==> src/rtl/bus_arbiter_pkg.sv <==
// ----------------------------------------------------------------------------
// bus_arbiter_pkg : shared owner type and default limits for the bus arbiter
// Rev 1.0
// ----------------------------------------------------------------------------
`default_nettype none

package bus_arbiter_pkg;

   typedef enum logic {
      OWNER_CORE = 1'b0,
      OWNER_DMA  = 1'b1
   } owner_e;

   localparam int DMA_MAX_BURST_DEF = 8;
   localparam int CORE_MIN_GAP_DEF  = 2;

endpackage

`default_nettype wire

==> src/rtl/bus_mux2.sv <==
// ----------------------------------------------------------------------------
// bus_mux2 : two-master select of address, write data and {read,write} strobes
// Rev 1.0
// ----------------------------------------------------------------------------
`default_nettype none

module bus_mux2
   import bus_arbiter_pkg::*;
(
   input  owner_e      owner,
   input  logic [15:0] core_address,
   input  logic [7:0]  core_data_out,
   input  logic [1:0]  core_strobe,
   input  logic [15:0] dma_address,
   input  logic [7:0]  dma_write_data,
   input  logic [1:0]  dma_strobe,
   output logic [15:0] mem_address,
   output logic [7:0]  mem_data_out,
   output logic [1:0]  mem_strobe
);

   always_comb begin
      mem_address  = core_address;
      mem_data_out = core_data_out;
      mem_strobe   = core_strobe;
      if (owner == OWNER_DMA) begin
         mem_address  = dma_address;
         mem_data_out = dma_write_data;
         mem_strobe   = dma_strobe;
      end
   end

endmodule

`default_nettype wire

==> src/rtl/bus_arbiter.sv <==
// ----------------------------------------------------------------------------
// bus_arbiter : shares the memory bus between the 6502 core and a DMA requester
// Rev 1.0
// ----------------------------------------------------------------------------
`default_nettype none

module bus_arbiter
   import bus_arbiter_pkg::*;
#(
   parameter int DMA_MAX_BURST = DMA_MAX_BURST_DEF,
   parameter int CORE_MIN_GAP  = CORE_MIN_GAP_DEF
) (
   input  logic        ph1,
   input  logic        reset,
   input  logic [15:0] core_address,
   input  logic [7:0]  core_data_out,
   input  logic        core_read_en,
   output logic [7:0]  core_data_in,
   output logic        core_stall,
   input  logic        dma_req,
   input  logic [15:0] dma_address,
   input  logic [7:0]  dma_write_data,
   input  logic        dma_we,
   output logic        dma_gnt,
   output logic        dma_ack,
   output logic [7:0]  dma_read_data,
   output logic [15:0] mem_address,
   output logic [7:0]  mem_data_out,
   output logic        mem_read_en,
   output logic        mem_write_en,
   input  logic [7:0]  mem_data_in
);

   localparam int BW = $clog2(DMA_MAX_BURST + 1);
   localparam int GW = $clog2(CORE_MIN_GAP + 1);

   owner_e          owner_q, owner_d;
   logic [BW-1:0]   burst_cnt_q, burst_cnt_d, burst_inc;
   logic [GW-1:0]   gap_cnt_q, gap_cnt_d;
   owner_e          mux_owner;
   logic [1:0]      core_strobe, dma_strobe, mem_strobe;

   always_comb begin
      owner_d     = owner_q;
      burst_cnt_d = burst_cnt_q;
      gap_cnt_d   = gap_cnt_q;
      burst_inc   = burst_cnt_q + BW'(1);
      if (owner_q == OWNER_CORE) begin
         if (gap_cnt_q != '0) begin
            gap_cnt_d = gap_cnt_q - GW'(1);
         end
         // Only a read cycle may hand over, so RMW write-backs stay atomic.
         if (dma_req && (gap_cnt_q == '0) && core_read_en) begin
            owner_d     = OWNER_DMA;
            burst_cnt_d = '0;
         end
      end else begin
         if (dma_req) begin
            burst_cnt_d = burst_inc;
            if (burst_inc == BW'(DMA_MAX_BURST)) begin
               owner_d   = OWNER_CORE;
               gap_cnt_d = GW'(CORE_MIN_GAP);
            end
         end else begin
            owner_d   = OWNER_CORE;
            gap_cnt_d = GW'(CORE_MIN_GAP);
         end
      end
   end

   always_ff @(posedge ph1) begin
      if (!reset) begin
         owner_q     <= OWNER_CORE;
         burst_cnt_q <= '0;
         gap_cnt_q   <= '0;
      end else begin
         owner_q     <= owner_d;
         burst_cnt_q <= burst_cnt_d;
         gap_cnt_q   <= gap_cnt_d;
      end
   end

   assign core_stall    = (owner_q == OWNER_DMA);
   assign dma_gnt       = (owner_q == OWNER_DMA);
   assign dma_ack       = dma_gnt & dma_req & reset;
   assign core_data_in  = mem_data_in;
   assign dma_read_data = mem_data_in;

   // While reset is held the bus is handed straight back to the core.
   assign mux_owner   = reset ? owner_q : OWNER_CORE;
   assign core_strobe = {core_read_en, ~core_read_en};
   assign dma_strobe  = {dma_req & ~dma_we, dma_req & dma_we};

   bus_mux2 u_mux (
      .owner          (mux_owner),
      .core_address   (core_address),
      .core_data_out  (core_data_out),
      .core_strobe    (core_strobe),
      .dma_address    (dma_address),
      .dma_write_data (dma_write_data),
      .dma_strobe     (dma_strobe),
      .mem_address    (mem_address),
      .mem_data_out   (mem_data_out),
      .mem_strobe     (mem_strobe)
   );

   assign mem_read_en  = mem_strobe[1];
   assign mem_write_en = mem_strobe[0] & reset;

endmodule

`default_nettype wire

==> config.mk <==
export PLATFORM = sky130hd
export DESIGN_NAME = bus_arbiter
export DESIGN_NICKNAME = d
export VERILOG_FILES = /design/src/rtl/bus_arbiter_pkg.sv /design/src/rtl/bus_mux2.sv /design/src/rtl/bus_arbiter.sv
export SDC_FILE = /design/constraint.sdc
export NUM_CORES = 1
export LEC_CHECK = 0
export CAP_MARGIN = 20
export CELL_PAD_IN_SITES_DETAIL_PLACEMENT = 0
export CELL_PAD_IN_SITES_GLOBAL_PLACEMENT = 2
export CORE_MARGIN = 2
export CORE_UTILIZATION = 13
export DETAILED_ROUTE_END_ITERATION = 16
export GPL_ROUTABILITY_DRIVEN = 0
export PLACE_DENSITY = 0.91
export SLEW_MARGIN = 0
export SYNTH_ARGS = -nofsm -noshare
export SYNTH_HDL_FRONTEND = slang
export SYNTH_SLANG_ARGS = --single-unit
==> constraint.sdc <==
create_clock -name ph1 -period 3.2 [get_ports ph1]
set_input_delay 0.48 -clock ph1 [delete_from_list [all_inputs] [get_ports ph1]]
set_output_delay 0.48 -clock ph1 [all_outputs]
set_load 0.01 [all_outputs]
### Word-level counts from Yosys, hierarchy flattened

Cells that the tools add are included.

* register bits: 7
* input port bits: 61
* output and inout port bits: 45

* bitwise gates (word level): 7
* reductions and logical operators: 8
* add/subtract/negate cells: 2
* mux-type cells: 15
* equal/unequal tests: 3

Operator list (number)
* $mux W16: 1
* $mux W4: 3
* $mux W2: 5
* $mux W8: 1
* $reduce_bool A2 Y1: 3
* $and A1 B1 Y1: 5
* $mux W1: 5
* $add A4 B1 Y4 const B: 1
* $eq A4 B4 Y1 const B: 1
* $reduce_and A2 Y1: 2
* $ne A3 B2 Y1 const B: 1
* $logic_and A1 B1 Y1: 2
* $logic_not A2 Y1: 1
* $ne A2 B2 Y1 const B: 1
* $not A1 Y1: 2
* $sub A2 B1 Y2 const B: 1

### Longest topological paths before layout

* depth in word-level cells: 5
* mapped depth: 5
* mapped depth without buffers: 5

### Cells and area by module

Synthesis repeated with hierarchy kept, for this count alone.

* cells, all modules: 96
* area, all modules: 1008.5 um^2

Modules (own cells, without submodules)
* bus_arbiter: instances 1, area each 589.3 um^2, cells an instance 67
* bus_mux2: instances 1, area each 419.2 um^2, cells an instance 29

### Least setup slack after synthesis

OpenSTA, ideal clock, no wires.

* kind: reg-to-output
* start point: register owner_q (netlist: core_stall)
* end point: output mem_address[12]
* setup slack: 1.591 ns
* stages on the path, launching flop included: 5
* data arrival time: 1.129 ns
* path through: dfxtp_1 -> buf_6 -> nand2_4 -> buf_6 -> mux2_1

* cells in the longest elaborated chain, start to end: 2

Ends and longest elaborated chain
* start, declared: RTL line bus_arbiter.sv:37 `owner_e owner_q, owner_d;`
* start signal, assigned: RTL line bus_arbiter.sv:77 `owner_q <= owner_d;`
* $mux W1: RTL line bus_arbiter.sv:90 `assign mux_owner = reset ? owner_q : OWNER_CORE;`
* $mux W16: RTL line bus_mux2.sv:26 `if (owner == OWNER_DMA) begin`
* end, declared: RTL line bus_arbiter.sv:27 `output logic [15:0] mem_address,`

No other way between the ends.

### Final worst setup path

* start point: input reset
* end point: output mem_address[12]

* cells in the longest elaborated chain, start to end: 2

Ends and longest elaborated chain
* start, declared: RTL line bus_arbiter.sv:14 `input logic reset,`
* $mux W1: RTL line bus_arbiter.sv:90
* $mux W16: RTL line bus_mux2.sv:26

No other way between the ends.

==> summary.md <==
* **required time reported for the critical path endpoint** 2.72 ns
* **cell type with the highest occurrence count on the critical path** sky130_fd_sc_hd__clkdlybuf4s50_1
* **setup TNS** 0 ns
* **maximum count of clock buffers along a single path** 2
* **standard cell with the maximum stage delay on the critical path** sky130_fd_sc_hd__clkdlybuf4s50_1
* **area of the multi-input gates** 542 um^2
* **Core Rows** 29
* **clock transition at the registers of the reported paths** 0.04 ns
* **status** complete, but fails checks
* **crit path capture type** primary output
* **final worst-path setup slack** 0.485 ns
* **final antenna diode count** 0
* **library cells used by synthesis** 31
* **Ports** 106
* **vias after detailed routing** 928
* **final cycle utilization of the critical path** 84.9%
* **arrival time of data at the critical path endpoint** 2.24 ns
* **filler instances** 695
* **Max rail drop VDD** 89.2 uV
* **cell breakdown of the critical path** clkdlybuf4s50_1, nand2_4, mux2_1, clkdlybuf4s50_1
* **delay of the slowest cell on the worst path** 0.58 ns
* **power density of the placed cells** 286 nW/um^2
* **part of the Yosys area used for sequential elements** 16.1%
* **source-to-sink clock delay at the later pin of the worst-skew pair** 0.23 ns
* **timing-limited maximum frequency** 0.368 GHz
* **GRT Util Overall** 7.16%
* **WL/cell** 11.5 um
* **number of setup buffers added after CTS** 0
* **XOR/XNOR Fraction of Synth Area** 0%
* **layout cells sized above 1** 5.06%
* **family of cells with the greatest summed delay on the critical path** buffers and inverters
* **count of cells resized by post-cts repair** 0
* **Post-Synthesis Net Count** 157
* **final standard cell utilization of the core** 25.7%
* **final hold violation count** 0
* **placed wire-length estimate** 2220 um
* **global-route wire length before repair** 4370 um
* **total standard cell area after synthesis** 870 um^2
* **port buffer count** 81
* **sort of element at the start of the critical path** input pin
* **initial antenna violation count** 0
* **Post-Synthesis Mean Instance Area** 9.25 um^2
* **library cell occupying the most area in the post-synthesis netlist** sky130_fd_sc_hd__mux2_1
* **number of max-slew violations in the final report** 0
* **post-detailed-route DRC marker count** 3
* **Antenna Violating Nets Remaining** 0
* **number of CTS-inserted buffers** 3
* **final cell count without fillers** 235
* **Sequential Area** 140 um^2
* **starting density of the core** 13.5%
* **worst-path fanout max** 28
* **fraction of synthesized area in multiplexers** 32.2%
* **combinational family with the most area after synthesis** multiplexers
* **Area growth syn-to-layout** 89.6%
* **count of warnings emitted by yosys** 0
* **via count normalized by instance count** 3.95
* **area after detailed placement** 1600 um^2
* **Clock Skews** 0.000808 ns
* **total core area** 6420 um^2
* **area fraction in and, or, nand and nor cells after synthesis** 10.4%
* **# setup viols final** 0
* **actual slew at the worst max-slew pin** 0.411 ns
* **total leakage power** 0.000594 uW
* **number of nets in the layout** 222
* **iteration-0 DRC count of the detailed router** 16
* **clock tree from TritonCTS** done
* **max-cap violation count** 0
* **failing checks** design-rule violations
* **Mapped Cells** 94
* **overall die area** 7360 um^2
* **vias in the first global route** 969
* **RSZ-0062 raised after global routing** no
* **x dimension of the die** 85.8 um
* **maximum number of pins on one net before global-route repair** 29
* **compound-cell area share of the yosys netlist** 16.8%
* **clk root buf** sky130_fd_sc_hd__clkbuf_8
* **Post-CTS Hold Fix Bufs** 0
* **GRT Residual Overflow** 0
* **Place WS** 0.465 ns
* **post-synthesis register bit count** 7
* **worst rel slew slack** 72.6%
* **post-layout minimum cycle time** 2.72 ns
* **ranking of synthesized cells by area** sky130_fd_sc_hd__mux2_1 (31%), sky130_fd_sc_hd__dfxtp_1 (16%), sky130_fd_sc_hd__buf_4 (15%), sky130_fd_sc_hd__buf_6 (5.2%), sky130_fd_sc_hd__ha_1 (2.9%)
* **number of buffer and inverter stages on the critical path** 2
* **H-tree levels** 1
* **start-to-end type of the worst setup path** in2out
* **wirelength, routed** 2690 um
* **count of placed standard cells including taps** 231
* **min-delay worst type** reg2reg
* **TritonRoute pass-1 iters** 10
* **Chip Height** 85.8 um
* **post-route cell area** 1650 um^2
* **clock net sink count** 7
* **synthesized-area fraction occupied by adder cells** 2.88%
* **area share of the largest cell type after synthesis** 31.1%
layer usage:
metal | share of wire [%] | GRT usage (%) | vias to the layer above | wire length, um
li1 | - | - | 453 | -
met1 | 40 | 7.81 | 421 | 1070
met2 | 51 | 13.6 | 47 | 1360
met3 | 8.4 | 1.54 | 7 | 225
met4 | 1.4 | 2.45 | 0 | 37
met5 | 0 | 0 | - | 0
registers in the layout, indices dropped and copies added, names as in the netlist:
signal,cells
burst_cnt_q,4
gap_cnt_q,2
core_stall,1
final cells by class:
type / instances / area share, %
multi-input combinational: 62 / 32.9
timing repair buffer: 81 / 49.2
tap: 77 / 5.84
clock buffer: 4 / 2.73
inverter: 4 / 0.910
sequential: 7 / 8.50
where the power goes:
group          leakage (uW)  total [uW]  internal [uW]  switching, uW
sequential        0.0000567         104           95.1           9.22
clock             0.0000228         131           86.7           44.0
combinational      0.000514         237            150           87.5
total              0.000594         472            331            141
synthesized netlist by cell type:
cell / instances
sky130_fd_sc_hd__a31oi_1: 1
sky130_fd_sc_hd__mux2i_1: 1
sky130_fd_sc_hd__nand2_4: 1
sky130_fd_sc_hd__nand2b_1: 1
sky130_fd_sc_hd__o221a_1: 1
sky130_fd_sc_hd__nand4_1: 1
sky130_fd_sc_hd__buf_6: 4
sky130_fd_sc_hd__a211oi_1: 1
sky130_fd_sc_hd__a21oi_1: 4
sky130_fd_sc_hd__nor2b_1: 1
sky130_fd_sc_hd__o21ai_0: 1
sky130_fd_sc_hd__a311oi_2: 1
sky130_fd_sc_hd__dfxtp_1: 7
sky130_fd_sc_hd__o32ai_1: 1
sky130_fd_sc_hd__mux2_1: 24
sky130_fd_sc_hd__a311oi_1: 1
sky130_fd_sc_hd__nand2_1: 4
sky130_fd_sc_hd__buf_4: 17
sky130_fd_sc_hd__o21bai_1: 1
sky130_fd_sc_hd__a2111oi_1: 1
sky130_fd_sc_hd__nor2_1: 5
sky130_fd_sc_hd__a41oi_2: 1
sky130_fd_sc_hd__nor3_1: 1
sky130_fd_sc_hd__and2_4: 1
sky130_fd_sc_hd__o21ai_1: 1
sky130_fd_sc_hd__a21bo_2: 1
sky130_fd_sc_hd__inv_1: 4
sky130_fd_sc_hd__o31ai_1: 2
sky130_fd_sc_hd__ha_1: 2
sky130_fd_sc_hd__nand3b_1: 1
sky130_fd_sc_hd__nand3_1: 1
stage by stage:
stage	total power, uW	hold slack [ns]
after floorplan	234	0.499
after global placement	344	0.527
after detailed placement	344	0.532
after CTS	474	0.553
after global routing	497	0.592
final	472	0.563
cells in the final DEF, fill, tap and decap left out, types with 2 or more instances in the layout:
master	count
sky130_fd_sc_hd__ha_1	2
sky130_fd_sc_hd__dfxtp_1	7
sky130_fd_sc_hd__inv_1	4
sky130_fd_sc_hd__clkdlybuf4s50_1	81
sky130_fd_sc_hd__a21oi_1	4
sky130_fd_sc_hd__o31ai_1	2
sky130_fd_sc_hd__clkbuf_8	3
sky130_fd_sc_hd__nand2_1	4
sky130_fd_sc_hd__mux2_1	24
sky130_fd_sc_hd__nor2_1	5
cells by family after synthesis:
family                   count (synthesis)
multiplexers                            25
flip-flops                               7
AND/OR/NAND/NOR                         17
AO/OA/AOI/OAI                           18
adder cells (fa/ha/maj)                  2
buffers and inverters                   25
worst paths after layout:
path / from / endpoint / slack, ns / depth (start not counted)
worst max register to register: gap_cnt_q[0]$_SDFFE_PN0P_ / gap_cnt_q[0]$_SDFFE_PN0P_ / 1.74 / 5
worst min-delay path: burst_cnt_q[3]$_SDFFE_PN0P_ / burst_cnt_q[3]$_SDFFE_PN0P_ / 0.56 / 1
worst min register to register: burst_cnt_q[3]$_SDFFE_PN0P_ / burst_cnt_q[3]$_SDFFE_PN0P_ / 0.56 / 1
worst max-delay path: reset / mem_address[12] / 0.48 / 4
No activity file was read; power rests on OpenSTA's default activity.
